`config.mk`:
```
export PLATFORM = sky130hd
export DESIGN_NAME = dwt_controller_flat
export DESIGN_NICKNAME = d
export VERILOG_FILES = /design/src/rtl/dwt_pkg.sv /design/src/rtl/dwt_if.sv /design/src/rtl/dwt_phase_decode.sv /design/src/rtl/dwt_controller.sv /design/src/flat_wrapper.sv
export SDC_FILE = /design/constraint.sdc
export NUM_CORES = 1
export LEC_CHECK = 0
export CORE_UTILIZATION = 45
export CTS_CLUSTER_SIZE = 28
export DETAILED_ROUTE_END_ITERATION = 6
export PLACE_DENSITY = 0.86
export SYNTH_ARGS = -nofsm -noshare
export SYNTH_HDL_FRONTEND = slang
export SYNTH_SLANG_ARGS = --single-unit
```
`constraint.sdc`:
```
create_clock -name clk -period 4.45 [get_ports clk]
set_input_delay 1.1125 -clock clk [delete_from_list [all_inputs] [get_ports clk]]
set_output_delay 1.1125 -clock clk [all_outputs]
set_load 0.02 [all_outputs]
```
`src/rtl/dwt_pkg.sv`:
```
// Shared types and select codes for the lifting-DWT line controller.
package dwt_pkg;

    typedef enum logic [3:0] {
        IDLE, LOAD_E, LOAD_O, P1, P2, P3, P4, SCALE, EMIT
    } state_t;

    localparam logic [1:0] SEL_IDLE  = 2'b00;
    localparam logic [1:0] SEL_RUN   = 2'b01;
    localparam logic [1:0] SEL_LEFT  = 2'b10;
    localparam logic [1:0] SEL_RIGHT = 2'b11;

    localparam int LEVELS_MAX = 3;

    // Boundary pairs use the symmetric-extension operands on the missing side.
    function automatic logic [1:0] edge_sel(input logic first, input logic last);
        if (first)     return SEL_LEFT;
        else if (last) return SEL_RIGHT;
        else           return SEL_RUN;
    endfunction

endpackage

```
`src/rtl/dwt_if.sv`:
```
// Sample-in / coefficient-out handshake bundle between the controller and its environment.
interface dwt_if;
    logic in_valid;
    logic in_ready;
    logic out_valid;
    logic out_ready;
    logic out_last;

    modport master (output in_valid, out_ready, input in_ready, out_valid, out_last);
    modport slave  (input in_valid, out_ready, output in_ready, out_valid, out_last);
endinterface

```
`src/rtl/dwt_phase_decode.sv`:
```
// Maps the controller state and pair position onto datapath selects and enables.
module dwt_phase_decode
    import dwt_pkg::*;
(
    input  state_t      state_i,
    input  logic        first_i,
    input  logic        last_i,
    input  logic        odd_i,
    output logic [1:0]  s1_o,
    output logic [1:0]  s2_o,
    output logic [1:0]  s3_o,
    output logic [1:0]  s4_o,
    output logic [1:0]  s5_o,
    output logic [1:0]  s6_o,
    output logic        s7_o,
    output logic [3:0]  en_r_o,
    output logic [15:0] en_d_o
);

    logic [1:0] sel;
    assign sel = edge_sel(first_i, last_i);

    always_comb begin
        s1_o   = SEL_IDLE;
        s2_o   = SEL_IDLE;
        s3_o   = SEL_IDLE;
        s4_o   = SEL_IDLE;
        s5_o   = SEL_IDLE;
        s6_o   = SEL_IDLE;
        s7_o   = 1'b0;
        en_r_o = 4'h0;
        en_d_o = 16'h0000;
        case (state_i)
            P1: begin s1_o = sel; en_r_o[0] = 1'b1; en_d_o[3:0]   = 4'hF; end
            P2: begin s2_o = sel; en_r_o[1] = 1'b1; en_d_o[7:4]   = 4'hF; end
            P3: begin s3_o = sel; en_r_o[2] = 1'b1; en_d_o[11:8]  = 4'hF; end
            P4: begin s4_o = sel; en_r_o[3] = 1'b1; en_d_o[15:12] = 4'hF; end
            // Even pairs scale by K, odd pairs by 1/K.
            SCALE: begin
                s5_o = SEL_RUN;
                s6_o = SEL_RUN;
                s7_o = odd_i;
            end
            default: ;
        endcase
    end

endmodule

```
`src/rtl/dwt_controller.sv`:
```
// Multi-level lifting DWT controller: sequences load, four lifting phases, scale and emit per pair.
module dwt_controller
    import dwt_pkg::*;
#(
    parameter int LEVELS = 3,
    parameter int LEN_W  = 10
) (
    input  logic             clk,
    input  logic             rst_n,
    input  logic             start,
    input  logic [LEN_W-1:0] len,
    dwt_if.slave             hs,
    output logic [1:0]       S1,
    output logic [1:0]       S2,
    output logic [1:0]       S3,
    output logic [1:0]       S4,
    output logic [1:0]       S5,
    output logic [1:0]       S6,
    output logic             S7,
    output logic [3:0]       en_r,
    output logic [15:0]      en_d,
    output logic [1:0]       level,
    output logic             busy,
    output logic             done,
    output logic             err
);

    localparam int LV = (LEVELS < 1) ? 1 : ((LEVELS > LEVELS_MAX) ? LEVELS_MAX : LEVELS);
    localparam logic [1:0] LVL_TOP = 2'(LV);

    state_t           state_q;
    logic [1:0]       level_q;
    logic [LEN_W-1:0] pairs_q;
    logic [LEN_W-1:0] pairs_lvl_q;
    logic             first_q;
    logic             odd_q;
    logic             done_q;
    logic             err_q;

    logic [LEN_W-1:0] start_pairs_d;
    logic [LEN_W-1:0] next_lvl_pairs_d;
    logic             last_w;
    logic             len_ok_w;

    assign start_pairs_d    = len >> 1;
    assign next_lvl_pairs_d = pairs_lvl_q >> 1;
    assign last_w           = (pairs_q == LEN_W'(1));
    // The deepest level must still hold at least two pairs.
    assign len_ok_w         = !len[0] && ((len >> (LV - 1)) >= LEN_W'(4));

    always_ff @(posedge clk or negedge rst_n) begin
        if (!rst_n) begin
            state_q     <= IDLE;
            level_q     <= 2'd0;
            pairs_q     <= '0;
            pairs_lvl_q <= '0;
            first_q     <= 1'b0;
            odd_q       <= 1'b0;
            done_q      <= 1'b0;
            err_q       <= 1'b0;
        end else begin
            done_q <= 1'b0;
            err_q  <= 1'b0;
            case (state_q)
                IDLE: begin
                    if (start) begin
                        if (len_ok_w) begin
                            state_q     <= LOAD_E;
                            level_q     <= 2'd1;
                            pairs_q     <= start_pairs_d;
                            pairs_lvl_q <= start_pairs_d;
                            first_q     <= 1'b1;
                            odd_q       <= 1'b0;
                        end else begin
                            err_q <= 1'b1;
                        end
                    end
                end
                LOAD_E: if (hs.in_valid) state_q <= LOAD_O;
                LOAD_O: if (hs.in_valid) state_q <= P1;
                P1:     state_q <= P2;
                P2:     state_q <= P3;
                P3:     state_q <= P4;
                P4:     state_q <= SCALE;
                SCALE:  state_q <= EMIT;
                EMIT: begin
                    if (hs.out_ready) begin
                        if (!last_w) begin
                            state_q <= LOAD_E;
                            pairs_q <= pairs_q - LEN_W'(1);
                            first_q <= 1'b0;
                            odd_q   <= ~odd_q;
                        end else if (level_q < LVL_TOP) begin
                            // Next level consumes the L stream just produced.
                            state_q     <= LOAD_E;
                            level_q     <= level_q + 2'd1;
                            pairs_q     <= next_lvl_pairs_d;
                            pairs_lvl_q <= next_lvl_pairs_d;
                            first_q     <= 1'b1;
                            odd_q       <= 1'b0;
                        end else begin
                            state_q <= IDLE;
                            level_q <= 2'd0;
                            first_q <= 1'b0;
                            odd_q   <= 1'b0;
                            done_q  <= 1'b1;
                        end
                    end
                end
                default: state_q <= IDLE;
            endcase
        end
    end

    dwt_phase_decode u_decode (
        .state_i (state_q),
        .first_i (first_q),
        .last_i  (last_w),
        .odd_i   (odd_q),
        .s1_o    (S1),
        .s2_o    (S2),
        .s3_o    (S3),
        .s4_o    (S4),
        .s5_o    (S5),
        .s6_o    (S6),
        .s7_o    (S7),
        .en_r_o  (en_r),
        .en_d_o  (en_d)
    );

    assign hs.in_ready  = (state_q == LOAD_E) || (state_q == LOAD_O);
    assign hs.out_valid = (state_q == EMIT);
    assign hs.out_last  = (state_q == EMIT) && last_w;
    assign busy         = (state_q != IDLE);
    assign level        = level_q;
    assign done         = done_q;
    assign err          = err_q;

endmodule

```
`src/flat_wrapper.sv`:
```
// flat-port wrapper written by rule: the top's interface ports become plain ports
module dwt_controller_flat import dwt_pkg::*;
#(
    parameter int LEVELS = 3,
    parameter int LEN_W  = 10
)
  (clk, rst_n, start, len, S1, S2, S3, S4, S5, S6, S7, en_r, en_d, level, busy, done, err, hs_in_valid, hs_out_ready, hs_in_ready, hs_out_valid, hs_out_last);
  dwt_if hs_i ();
  input  logic clk;
  input  logic rst_n;
  input  logic start;
  input  logic [LEN_W-1:0] len;
  output logic [1:0] S1;
  output logic [1:0] S2;
  output logic [1:0] S3;
  output logic [1:0] S4;
  output logic [1:0] S5;
  output logic [1:0] S6;
  output logic S7;
  output logic [3:0] en_r;
  output logic [15:0] en_d;
  output logic [1:0] level;
  output logic busy;
  output logic done;
  output logic err;
  input wire logic [$bits(hs_i.in_valid)-1:0] hs_in_valid;
  input wire logic [$bits(hs_i.out_ready)-1:0] hs_out_ready;
  output wire logic [$bits(hs_i.in_ready)-1:0] hs_in_ready;
  output wire logic [$bits(hs_i.out_valid)-1:0] hs_out_valid;
  output wire logic [$bits(hs_i.out_last)-1:0] hs_out_last;
  assign hs_i.in_valid = hs_in_valid;
  assign hs_i.out_ready = hs_out_ready;
  assign hs_in_ready = hs_i.in_ready;
  assign hs_out_valid = hs_i.out_valid;
  assign hs_out_last = hs_i.out_last;
  dwt_controller #(.LEVELS(LEVELS), .LEN_W(LEN_W)) u_core (.clk(clk), .rst_n(rst_n), .start(start), .len(len), .hs(hs_i), .S1(S1), .S2(S2), .S3(S3), .S4(S4), .S5(S5), .S6(S6), .S7(S7), .en_r(en_r), .en_d(en_d), .level(level), .busy(busy), .done(done), .err(err));
endmodule
```
==> reports/qor.csv, run 1 <==
metric,value,unit
RSZ-0062 raised after global routing,no,
Leakage,1.05,nW
Hold Slack,511,ps
synth unique cells,54,
Setup TNS,0,ps
Seq cells post-synth,28,
GPL Wtd Cong,0.937,
initial antenna violation count,0,
layout cells sized above 1,7.66,%
area grow syn2layout,22.5,%
drt first pass iters,5,
Starting Density,48.5,%
FMAX,265,MHz
CTS buffer count,3,
critical path startpoint category,register,
clock power share,10.7,%
# resized after CTS,0,
predominant post-synthesis flop cell,dfrtp_1,
sequential fraction of the synthesis area,35.1,%
Finished Cell Area,0.00244,mm^2
Cell Rows,23,
Setup Skew,2.87,ps
routed via count,1761,
Skew-Pair Late Insertion Delay,270,ps
Post-CTS Setup Inserts,0,
die width,68.6,um
final setup fails,0,
"commonest cells after routing, fill and taps aside","clkdlybuf4s50_1 (53), dfrtp_1 (28), nor2_1 (27)",
fin nets,280,
Fin. Hold Viols,0,
routed wire length,4860,um
worst-path maximum fanout,25,
Pins Over Slew Limit,0,
Post-Synthesis Cells,231,
vias in the first global route,1708,
pwr dens,613,mW/mm^2
Reg power frac,33.2,%
IO buf count,53,
largest net degree at the start of global routing,29,
number of synthesized flops with an enable pin,0,
Internal Pwr Total,0.000807,W
CP Class,reg -> out,
Psw,0.000692,W
first-pass GRT wire length,8080,um
Max VDD drop,0.303,mV
Mean Syn Cell Area,8.64,um^2
Routed WL per cell,15.6,um
dpl cell area,0.00239,mm^2
number of diodes,0,
Hold WC Path Type,reg -> reg,
relative slew slack,34.5,%
Pwr Total,0.00150,W
fraction of registers with async set/reset,100,%
Worst Path Required,3340,ps
CTS root buffer,clkbuf_8,
Avg Vias per Cell,5.66,
Final Cycle Share,84.9,%
"commonest non-fill, non-tap cell in the layout",clkdlybuf4s50_1,
# Max-Cap Violations,0,
Critical Path AT,2670,ps
Final ANT Viol Nets,0,
die area,0.00471,mm^2
minimum clock period,3780,ps
CTS tree,built,
status,finished clean,
clock buffer depth,2,
initial DRC count,147,
clock sinks,28,
die height,68.6,um
Core ar.,0.00412,mm^2
total grt overflow,0,
IO Count,56,
Worst Tran Pin Value,974,ps
Yosys warning count,0,
clock slew at reported path FFs,100,ps
hold_buf cts,0,
switching share of total power,46.2,%
Critical Path End Type,output pin,
Detail Placement HPWL,3600,um
DRC,0,
htree depth,1,
GRT Total Usage,22.9,%
Gate power share,56.1,%
Mapped Area,0.00200,mm^2
[power groups by stage]
stage / Combinational [W] / Clock (W) / Sequential (W)
CTS: 0.000844 / 0.000165 / 0.000495
floorplan: 0.000637 / 0 / 0.000452
finish: 0.000840 / 0.000160 / 0.000498
detailed placement: 0.000835 / 0 / 0.000500
global route: 0.000922 / 0.000176 / 0.000517
global placement: 0.000819 / 0 / 0.000490
[synth_stat cells, types with 2 or more instances]
master / number / share of area (%)
buf_2: 6 / 1.5
a21oi_1: 8 / 2.0
dfrtp_1: 28 / 35
a31oi_1: 2 / 0.63
nand2_1: 20 / 3.8
nor3b_1: 4 / 1.5
buf_6: 3 / 1.7
mux2i_1: 7 / 3.5
or4_1: 3 / 1.1
nor2_2: 2 / 0.63
and2_1: 3 / 0.94
a211oi_1: 5 / 1.9
o21ai_1: 18 / 4.5
a21o_1: 2 / 0.75
nor3_1: 6 / 1.5
nand3_1: 6 / 1.5
inv_1: 7 / 1.3
ha_1: 3 / 1.9
or3_1: 2 / 0.63
nor4_1: 3 / 0.94
o21ai_0: 5 / 1.3
nor2b_1: 3 / 0.94
nand2b_1: 3 / 0.94
o22ai_1: 4 / 1.3
o31ai_1: 4 / 1.5
nor2_1: 27 / 5.1
buf_4: 20 / 7.5
[registers in the layout, indices dropped and copies added, names as in the netlist]
| name | cells |
|---|---|
| u_core.state_q | 4 |
| u_core.first_q | 1 |
| u_core.odd_q | 1 |
| u_core.done | 1 |
| u_core.err | 1 |
| u_core.pairs_lvl_q | 8 |
| u_core.pairs_q | 10 |
| u_core.level | 2 |
[cells by family (layout without fill, tap and decap cells)]
family,Yosys count,count (layout),share of synthesized area (%)
simple gates,91,91,24.6
compound gates,60,60,20.7
buf+inv,38,67,12.5
flops,28,28,35.1
mux,9,9,4.64
fa+ha+maj,3,3,1.88
other cells,1,2,0.188
xor+xnor,1,1,0.439
[path summary, 6_finish.rpt]
path,slack [ps],end,startpoint,depth (start not counted)
hold / removal,510,u_core.pairs_lvl_q[1],u_core.pairs_lvl_q[1],2
max in group asynchronous,2970,u_core.pairs_q[3],rst_n,2
setup reg to reg,2000,u_core.pairs_q[8],u_core.state_q[1],5
hold reg to reg,510,u_core.pairs_lvl_q[1],u_core.pairs_lvl_q[1],2
min in group asynchronous,1210,u_core.pairs_lvl_q[8],rst_n,2
setup / recovery,670,hs_out_last,u_core.state_q[1],5
[critical path, cell delays in order, from the launching register on]
cell             delay [ps]
dfrtp_1                 500
or4b_4                  750
clkinv_2                230
nand2_1                 130
nor2_1                  150
clkdlybuf4s50_1         620
[final cells by class]
cell class	instances	area [um^2]
Inverter	8	31.3
Fill cell	372	1670
Tap cell	50	62.6
Multi-Input combinational cell	166	1050
Sequential cell	28	701
Timing Repair Buffer	55	546
Clock buffer	4	55.1
[per-stage QoR]
stage | cells | util, % | setup slack, ps
after floorplan | 232 | - | 1490
after global placement | 307 | 58.1 | 1070
after detailed placement | 307 | 58.1 | 1030
after CTS | 311 | 59.4 | 689
after global routing | 311 | 59.4 | 519
final | 311 | 59.4 | 672
[per-layer routing]
layer  global-route usage [%]  vias up  share of wire (%)
li1                         -      863                  -
met1                     31.1      834                 43
met2                     36.6       56                 50
met3                     2.47        8                4.7
met4                     10.2        0                2.2
met5                        0        -                  0
Power figures use the tool's default switching activity.
==> run 2, diff against run 1 <==
Settings changed: CORE_UTILIZATION 45 to 43.
Clock period 4.45 ns to 3.3 ns, I/O delays scaled along.
==> reports/qor.csv, run 2 (synthesis results as in run 1) <==
metric,value,unit,change
status,finished clean,,
vias in the first global route,1707,,-0.059%
final setup fails,0,,unchanged
relative slew slack,65.4,%,+31 points
# resized after CTS,0,,unchanged
Hold WC Path Type,reg -> reg,,
Leakage,1.08,nW,+3.4%
Hold Crit Endpoint,u_core.pairs_lvl_q[1],,
Pwr Total,0.00207,W,+38%
max reg flops,10,,unchanged
switching share of total power,46.0,%,-0.22 points
# Max-Cap Violations,0,,unchanged
RR Endpoint,u_core.pairs_q[8],,
utilization of the core after routing,56.6,%,-2.8 points
critical path startpoint category,register,,
Fillers,382,,+2.7%
"setup slack, reg-to-reg",1020,ps,-980 ps
Core ar.,0.00441,mm^2,+7.3%
RSZ-0062 raised after global routing,no,,
Gate power share,57.0,%,+0.9 points
largest net degree at the start of global routing,29,,unchanged
Setup Skew,3.84,ps,+0.969 ps
R2R depth,6,,+1
Skew-Pair Late Insertion Delay,280,ps,about the same
routed wire length,5130,um,+5.5%
Final ANT Viol Nets,0,,unchanged
Sequential Area,701,um^2,unchanged
Detail Placement HPWL,3750,um,+4.2%
Routed WL per cell,16.0,um,+2.5%
initial antenna violation count,0,,unchanged
number of diodes,0,,unchanged
IO buf count,53,,unchanged
hold path depth,2,,unchanged
clock slew at reported path FFs,100,ps,about the same
CP bufs+invs,1,,-1
Reg with most FFs,u_core.pairs_q,,
worst-path maximum fanout,5,,-80%
Hold Slack,507,ps,-4.01 ps
clock power share,10.8,%,about the same
first-pass GRT wire length,8520,um,+5.5%
total grt overflow,0,,unchanged
"commonest non-fill, non-tap cell in the layout",clkdlybuf4s50_1,,
die width,70.1,um,+2.2%
Fin. Hold Viols,0,,unchanged
hold_buf cts,0,,unchanged
max incr delay on CP,640,ps,-110 ps
Reg power frac,32.2,%,-1.0 points
initial DRC count,169,,+15%
clock sinks,28,,unchanged
pwr dens,829,mW/mm^2,+35%
critical path's slowest cell,clkdlybuf4s50_1,,
minimum clock period,3140,ps,
drt first pass iters,4,,-1
largest registers,"u_core.pairs_q x10, u_core.pairs_lvl_q x8, u_core.state_q x4",,
Critical Path AT,2320,ps,-350 ps
GPL Wtd Cong,0.879,,-6.2%
Internal Pwr Total,0.00112,W,+39%
Post-CTS Setup Inserts,0,,unchanged
IO Count,56,,unchanged
worst path cell trace,nor4_4 > and3_1 > nor2_1 > nor3_1 > clkdlybuf4s50_1,,
Max VDD drop,0.385,mV,+27%
clock buffer depth,2,,unchanged
CTS tree,built,,
Cell Rows,24,,+4.3%
CTS buffer count,3,,unchanged
CP top delay family,simple AND/OR/NAND/NOR gates,,
FMAX,318,MHz,
area grow syn2layout,25.3,%,
Psw,0.000953,W,+38%
area of the multi-input gates,0.00105,mm^2,unchanged
routed via count,1825,,+3.6%
fin nets,287,,+2.5%
Starting Density,45.2,%,-3.3 points
DRC,0,,unchanged
Pins Over Slew Limit,0,,unchanged
Setup TNS,0,ps,unchanged
Critical Path End Type,output pin,,
GRT Total Usage,21.6,%,-1.4 points
die height,70.1,um,+2.2%
Worst Path Required,2470,ps,-870 ps
layout cells sized above 1,10.1,%,+2.4 points
Avg Vias per Cell,5.70,,+0.72%
RR Startpoint,u_core.state_q[1],,
min-delay src,u_core.pairs_lvl_q[1],,
die area,0.00492,mm^2,+4.5%
htree depth,1,,unchanged
"commonest cells after routing, fill and taps aside","clkdlybuf4s50_1 (53), dfrtp_1 (28), nor2_1 (27)",,
Final Cycle Share,95.2,%,
Worst Tran Pin Value,519,ps,-455 ps
CTS root buffer,clkbuf_8,,
CP Class,reg -> out,,
run 2: per-stage QoR:
step	cell area, um^2	setup WS (ps)	cells
final	2500	160	320
after global routing	2500	39.8	320
after CTS	2500	164	320
after detailed placement	2440	375	316
after global placement	2440	404	316
after floorplan	2000	631	232
run 2: metal layers:
| metal | up-vias | wire [um] | global-route usage [%] |
|---|---|---|---|
| li1 | 877 | - | - |
| met5 | - | 0 | 0 |
| met4 | 0 | 49 | 5.33 |
| met2 | 49 | 2590 | 36.6 |
| met3 | 4 | 155 | 1.44 |
| met1 | 895 | 2330 | 29.9 |
run 2: area by class of cell:
type / instances / share of cell area (%)
inverter: 8 / 1.25
clock buffer: 4 / 2.20
tap: 52 / 2.60
sequential: 28 / 28.0
timing repair buffer: 62 / 23.9
multi-input combinational: 166 / 42.0
run 2: worst min-delay path: stages (launching register included):
cell	delay, ps
dfrtp_1	350
nand2_1	50
o21ai_1	70
run 2: worst max-delay path by stage:
stage,from,end,slack (ps),cells past startpoint
final,u_core.pairs_q[5],S4[1],160,5
after CTS,u_core.state_q[1],hs_out_last,160,5
after global placement,start,u_core.pairs_q[0],400,6
after detailed placement,start,u_core.pairs_q[0],380,6
after global routing,u_core.pairs_q[5],S4[1],40,5
after floorplan,u_core.pairs_q[1],S4[1],630,7
run 2: power by group through the flow:
| stage | Sequential [W] | Combinational, W | Clock, W |
|---|---|---|---|
| floorplan | 0.000609 | 0.000859 | 0 |
| global placement | 0.000659 | 0.00115 | 0 |
| detailed placement | 0.000669 | 0.00118 | 0 |
| CTS | 0.000662 | 0.00119 | 0.000226 |
| global route | 0.000690 | 0.00128 | 0.000244 |
| finish | 0.000667 | 0.00118 | 0.000223 |
